[src/rtl/mem_stage_wb.sv]
// MEM pipeline stage and MEM/WB register for the 5-stage MIPS-Lite CPU.
// Word-addressed data memory with combinational read and synchronous store.
// The MEM/WB register has a synchronous active-high reset and a hold (stall) input.
// The writeback mux is combinational on the registered values.
// Optional feature macro: DMEM_ALIGN_CHECK_EN. When it is defined, the stage
// suppresses misaligned stores, kills register writes on misaligned loads and
// reports the condition on out_misalign.
module mem_stage_wb #(
    parameter int DMEM_DEPTH = 32,
    parameter int DMEM_AW    = 5
) (
    input  logic        clk,
    input  logic        rst,
    input  logic        hold,
    input  logic        MemRead,
    input  logic        MemWrite,
    input  logic        MemtoReg,
    input  logic        RegWrite,
    input  logic [31:0] ALU_out,
    input  logic [31:0] rd2,
    input  logic [4:0]  wn,
    output logic        out_MemtoReg,
    output logic        out_RegWrite,
    output logic [31:0] out_rd,
    output logic [31:0] out_ALU_out,
    output logic [4:0]  out_wn,
    output logic [31:0] wb_data,
    output logic        out_misalign
);

    logic [31:0]        mem [DMEM_DEPTH];
    logic [DMEM_AW-1:0] idx;
    logic [31:0]        rd_word;
    logic               misalign;
    logic               store_en;
    logic               reg_write_d;
    logic               misalign_q;

    // Byte address to word index. Address bits above the index wrap modulo the memory size.
    assign idx     = ALU_out[DMEM_AW+1:2];
    assign rd_word = mem[idx];

    // Alignment qualification of the store enable and of the register write.
    always_comb begin
        // NOTE: every output of a combinational block gets a default first so no latch is inferred.
        misalign    = 1'b0;
        store_en    = MemWrite;
        reg_write_d = RegWrite;
`ifdef DMEM_ALIGN_CHECK_EN
        misalign    = (MemRead | MemWrite) && (ALU_out[1:0] != 2'b00);
        store_en    = MemWrite && !misalign;
        reg_write_d = RegWrite && !(MemRead && misalign);
`endif
    end

    // Data memory store. It is blocked during reset and during a stall.
    always_ff @(posedge clk) begin
        // NOTE: the memory array has no reset; its contents survive rst so it can map to RAM.
        if (!rst && !hold && store_en) begin
            mem[idx] <= rd2;
        end
    end

    // MEM/WB pipeline register. Reset takes priority over hold.
    always_ff @(posedge clk) begin
        // NOTE: sequential state uses non-blocking assignments so every register samples pre-edge values.
        if (rst) begin
            out_MemtoReg <= 1'b0;
            out_RegWrite <= 1'b0;
            out_rd       <= '0;
            out_ALU_out  <= '0;
            out_wn       <= '0;
            misalign_q   <= 1'b0;
        end else if (!hold) begin
            out_MemtoReg <= MemtoReg;
            out_RegWrite <= reg_write_d;
            out_rd       <= rd_word;
            out_ALU_out  <= ALU_out;
            out_wn       <= wn;
            misalign_q   <= misalign;
        end
    end

    // Without the alignment check, misalign is constant 0, so this register stays 0 after reset.
    assign out_misalign = misalign_q;

    // Writeback mux that drives the register file write data.
    assign wb_data = out_MemtoReg ? out_rd : out_ALU_out;

endmodule

[config.mk]
export PLATFORM = sky130hd
export DESIGN_NAME = mem_stage_wb
export DESIGN_NICKNAME = d
export VERILOG_FILES = /design/src/rtl/mem_stage_wb.sv
export SDC_FILE = /design/constraint.sdc
export NUM_CORES = 1
export LEC_CHECK = 0
export CORE_MARGIN = 2
export CORE_UTILIZATION = 45
export CTS_CLUSTER_DIAMETER = 120
export DETAILED_ROUTE_END_ITERATION = 12
export GPL_TIMING_DRIVEN = 0
export HOLD_SLACK_MARGIN = 0.08
export PLACE_DENSITY_LB_ADDON = 0.05
export SYNTH_ARGS = -nofsm -noshare
export SYNTH_HDL_FRONTEND = slang
export SYNTH_SLANG_ARGS = --single-unit
[constraint.sdc]
create_clock -name clk -period 4.26 [get_ports clk]
set_input_delay 0.852 -clock clk [delete_from_list [all_inputs] [get_ports clk]]
set_output_delay 0.852 -clock clk [all_outputs]
set_load 0.005 [all_outputs]
# Word level (Yosys, flattened, before mapping)
# Memory sizes are Yosys's and may differ from the RTL's. A register that Yosys moved wholly into a read port is not among the register bits.
# Cells that the tools add are included.
dict set report totals {
  ff_bits 39
  latch_bits 0
  mem_bits_rw 1024
  mem_bits_ro 0
  inputBits 76
  word_cells 13
  n_memories 1
}
dict set report classes {
  n_addsub 0
  mul 0
  n_div 0
  order_cmp 0
  n_eq_ne 0
  n_shift 0
  n_mux 3
  bitwise 0
  n_reduce_logical 5
}
# memory words word_bits read_ports rd_clocked_by_memory_dff wr line
set memory_table {}
lappend memory_table {mem 32 32 1 1 1 31} ;# logic [31:0] mem [DMEM_DEPTH];
# operator n
set op_table {}
lappend op_table {{32-bit 2-to-1 mux} 1}
lappend op_table {{1-bit zero test} 3}
lappend op_table {{1-bit logical AND} 2}
lappend op_table {{1-bit 2-to-1 mux} 2}

# Depth between registers and ports, before layout
dict set report logic_depth {
  depth_word 5
  depth_mapped 8
}

# Worst setup path after synthesis
# Ideal clock, no wire load.
dict set report synth_timing {
  kind {input to register}
  startpoint {input ALU_out[2]}
  endpoint {memory mem[12][0], enable pin}
  setup_ns 0.421
  arrival_time_ns 3.290
  required_time_ns 3.839
  setup_slack_ns 0.549
  stages 7
  path_buffers 4
  cell_sequence {buf_6 buf_6 buf_4 nor4b_1 nand2b_1 clkbuf_1 nor2_1}
}
# item line
set synth_rtl {}
lappend synth_rtl {{start: declaration} 19} ;# input logic [31:0] ALU_out,
lappend synth_rtl {{end: declaration} 31}
# No word-level cell before the write port.

# Worst setup path after layout
dict set report layout_timing {
  startpoint {input ALU_out[3]}
  endpoint {memory mem[23][19], enable pin}
}
# No word-level cell before the write port.

==> metrics.csv <==
metric,value,unit
run status,completed,
top post-synthesis cells by area,"edfxtp_1 (74%), mux4_2 (10%), mux2i_1 (4.0%), dfxtp_1 (3.4%), a22o_1 (1.0%)",
"area leader, netlist",edfxtp_1,
"flops & latches, synth",1095,
Final Cell Area,0.0499,mm²
Synth cell types,44,
Main synth FF type,edfxtp_1,
Fmax,237,MHz
CTS buffer count,113,
CTS root buf,clkbuf_16,
DP Area,0.0462,mm²
Tightest Pin Transition,1.47,ns
nets,2424,
detailed-route DRC error count,0,
Initial Utilization,45.5,%
post-route antenna net violation count,0,
CTS tree,done,
CP startpoint kind,input pin,
FP Rows,111,
sequential area share after synthesis,77.1,%
vias in the first global route,22300,
ys async rst share,0,%
normalized max-slew margin,1.81,%
Post-CTS Hold Buffers,0,
via count,22500,
Worst Hold Class,register to register,
"most common cell after layout, fill and taps aside",edfxtp_1,
Hold Startpoint,out_RegWrite$_SDFFE_PP0N_,
RSZ-0062 raised after global routing,false,
CP endpoint kind,register,
synthesized area per cell,20.7,µm²
clock sink count,1095,
antenna violations before repair,6,
core box area,0.0918,mm²
Pwr Density,455,mW/mm²
Yosys Warn Count,0,
Critical Path AT,4.57,ns
P&R area growth vs syn,19.4,%
Synth Instances,2012,
final worst-path cycle share,99.0,%
pin count of the biggest net entering global routing,33,
post-synth top area share,73.7,%
worst-path fanout max,17,
detailed-router iteration count before antenna repair,5,
Worst Clk Skew,0.0237,ns
DRT iter0 DRCs,2878,
die width,309,µm
critical path type,input pin to register,
GRT Util Overall,27.5,%
post-DP HPWL,84700,µm
Die Area,0.0952,mm²
most frequent cells in the layout,"edfxtp_1 (1024), mux4_2 (191), clkdlybuf4s50_1 (174)",
# IOs,180,
final hold vios,0,
Final Max Tran Viols,0,
clock transition at the registers of the reported paths,0.06,ns
drt total wl,130000,µm
reg2reg start,mem[2][28]$_DFFE_PP_,
DIE HEIGHT,309,µm
Post-synth EDFFs,1024,
layout cells sized above 1,22.4,%
vias per cell,6.09,
first-pass GRT wire length,177000,µm
Clock Latency Late Sink,0.68,ns
total of max-cap violations,0,
CP required,4.61,ns
H-tree levels,3,
Period minus WS final,4.22,ns
Worst IR Drop VDD,283,µV
wire length per cell,35.2,µm
final core occ,54.3,%
remaining global-route overflow,0,
IO buf count,174,
Syn Nets,2088,
crit path launch,ALU_out[3],
GPL Wtd Cong,0.789,
mapped cell area,0.0417,mm²
Max clock buf depth,3,
setup violators final,0,
static leakage,0.0161,µW
-- power breakdown --
part / internal [µW] / switching, µW / total, µW
sequential: 11800 / 73.6 / 11900
clock: 5460 / 4030 / 9490
combinational: 535 / 752 / 1290
total: 17800 / 4850 / 22700
-- state kept, by name (all words and copies together), names as in the netlist --
| signal | count |
|---|---|
| mem | 1024 |
| out_ALU_out | 32 |
| out_MemtoReg | 1 |
| out_RegWrite | 1 |
| out_rd | 32 |
| out_wn | 5 |
-- Yosys cell counts, types with 2 or more instances --
cell,number
buf_4,17
nor4_1,15
nor3b_2,2
mux2_2,32
and3b_1,2
a311oi_2,6
nor3_1,17
nand4bb_1,5
a21o_1,15
a22o_1,48
mux4_2,191
or4b_1,3
buf_1,7
a22oi_1,46
dfxtp_1,71
nor2_1,88
nor2b_1,18
nand3b_1,3
nand4b_1,5
nand3_1,3
mux2i_1,168
edfxtp_1,1024
a311oi_1,11
buf_2,51
a31oi_1,16
buf_6,7
o22ai_1,64
inv_1,16
nand2_1,4
clkbuf_1,42
or3_1,2
-- stage by stage --
stage / hold WS, ns / setup WS (ns) / setup TNS [ns] / cells / total power [µW]
3_3_place_gp: 0.480 / -3.09 / -2764.65 / 3429 / 13400
5_1_grt: 0.539 / 0.00259 / 0 / 3684 / 23300
4_1_cts: 0.500 / 0.0643 / 0 / 3684 / 22800
3_5_place_dp: 0.487 / -0.798 / -230.98 / 3471 / 13400
2_1_floorplan: 0.488 / 0.549 / 0 / 2012 / 12700
6_report: 0.499 / 0.0441 / 0 / 3686 / 22700
-- area by class of cell --
cell class              instances  area [µm²]
fillers                      7121       41900
flip-flops and latches       1095       32200
multi-input cells             777        9110
clock buffers                 157        3170
repair buffers                221        2760
well taps                    1243        1560
plain buffers                 124         647
clock inverters                51         384
inverters                      16        60.1
diodes                          2        5.00
-- critical path, cell delays in order --
cell	delay, ns
buf_4	0.22
buf_2	0.44
buf_1	0.82
nand4b_1	0.94
nor2_4	0.95
buf_12	0.29
-- logic make-up (layout without fill, tap and decap cells) --
kind of cell,after synthesis,after routing,synth area share [%]
AOI/OAI and AO/OA,209,209,3.80
and+or+nand+nor,176,176,2.24
DFF,1095,1095,77.1
other,1,3,0.00898
muxes,391,391,15.2
buffers and inverters,140,569,1.69
-- worst paths after layout --
path                                to  slack (ns)  cells after the start
max              mem[23][19]$_DFFE_PP_        0.04                      6
max reg2reg    out_rd[28]$_SDFFE_PP0N_        2.24                      4
min reg2reg  out_RegWrite$_SDFFE_PP0N_        0.50                      2
min          out_RegWrite$_SDFFE_PP0N_        0.50                      2
-- per-layer routing --
layer  global-route usage, %  vias to the layer above  wire length (µm)
met2                    42.4                     1172             59900
met4                    7.01                        4              2980
met1                    40.9                    12000             55100
met3                    4.68                      178             11800
li1                        -                     9071                 -
met5                       0                        -                23
-- timing repair --
| action | 4_1_cts | 5_1_grt |
|---|---|---|
| buffers inserted | 5 | 0 |
| gates resized for setup | 0 | 0 |
| endpoints found under the hold margin | 0 | 0 |
| endpoints found under the setup margin | 47 | 0 |
No activity file was read; power rests on OpenSTA's default activity.
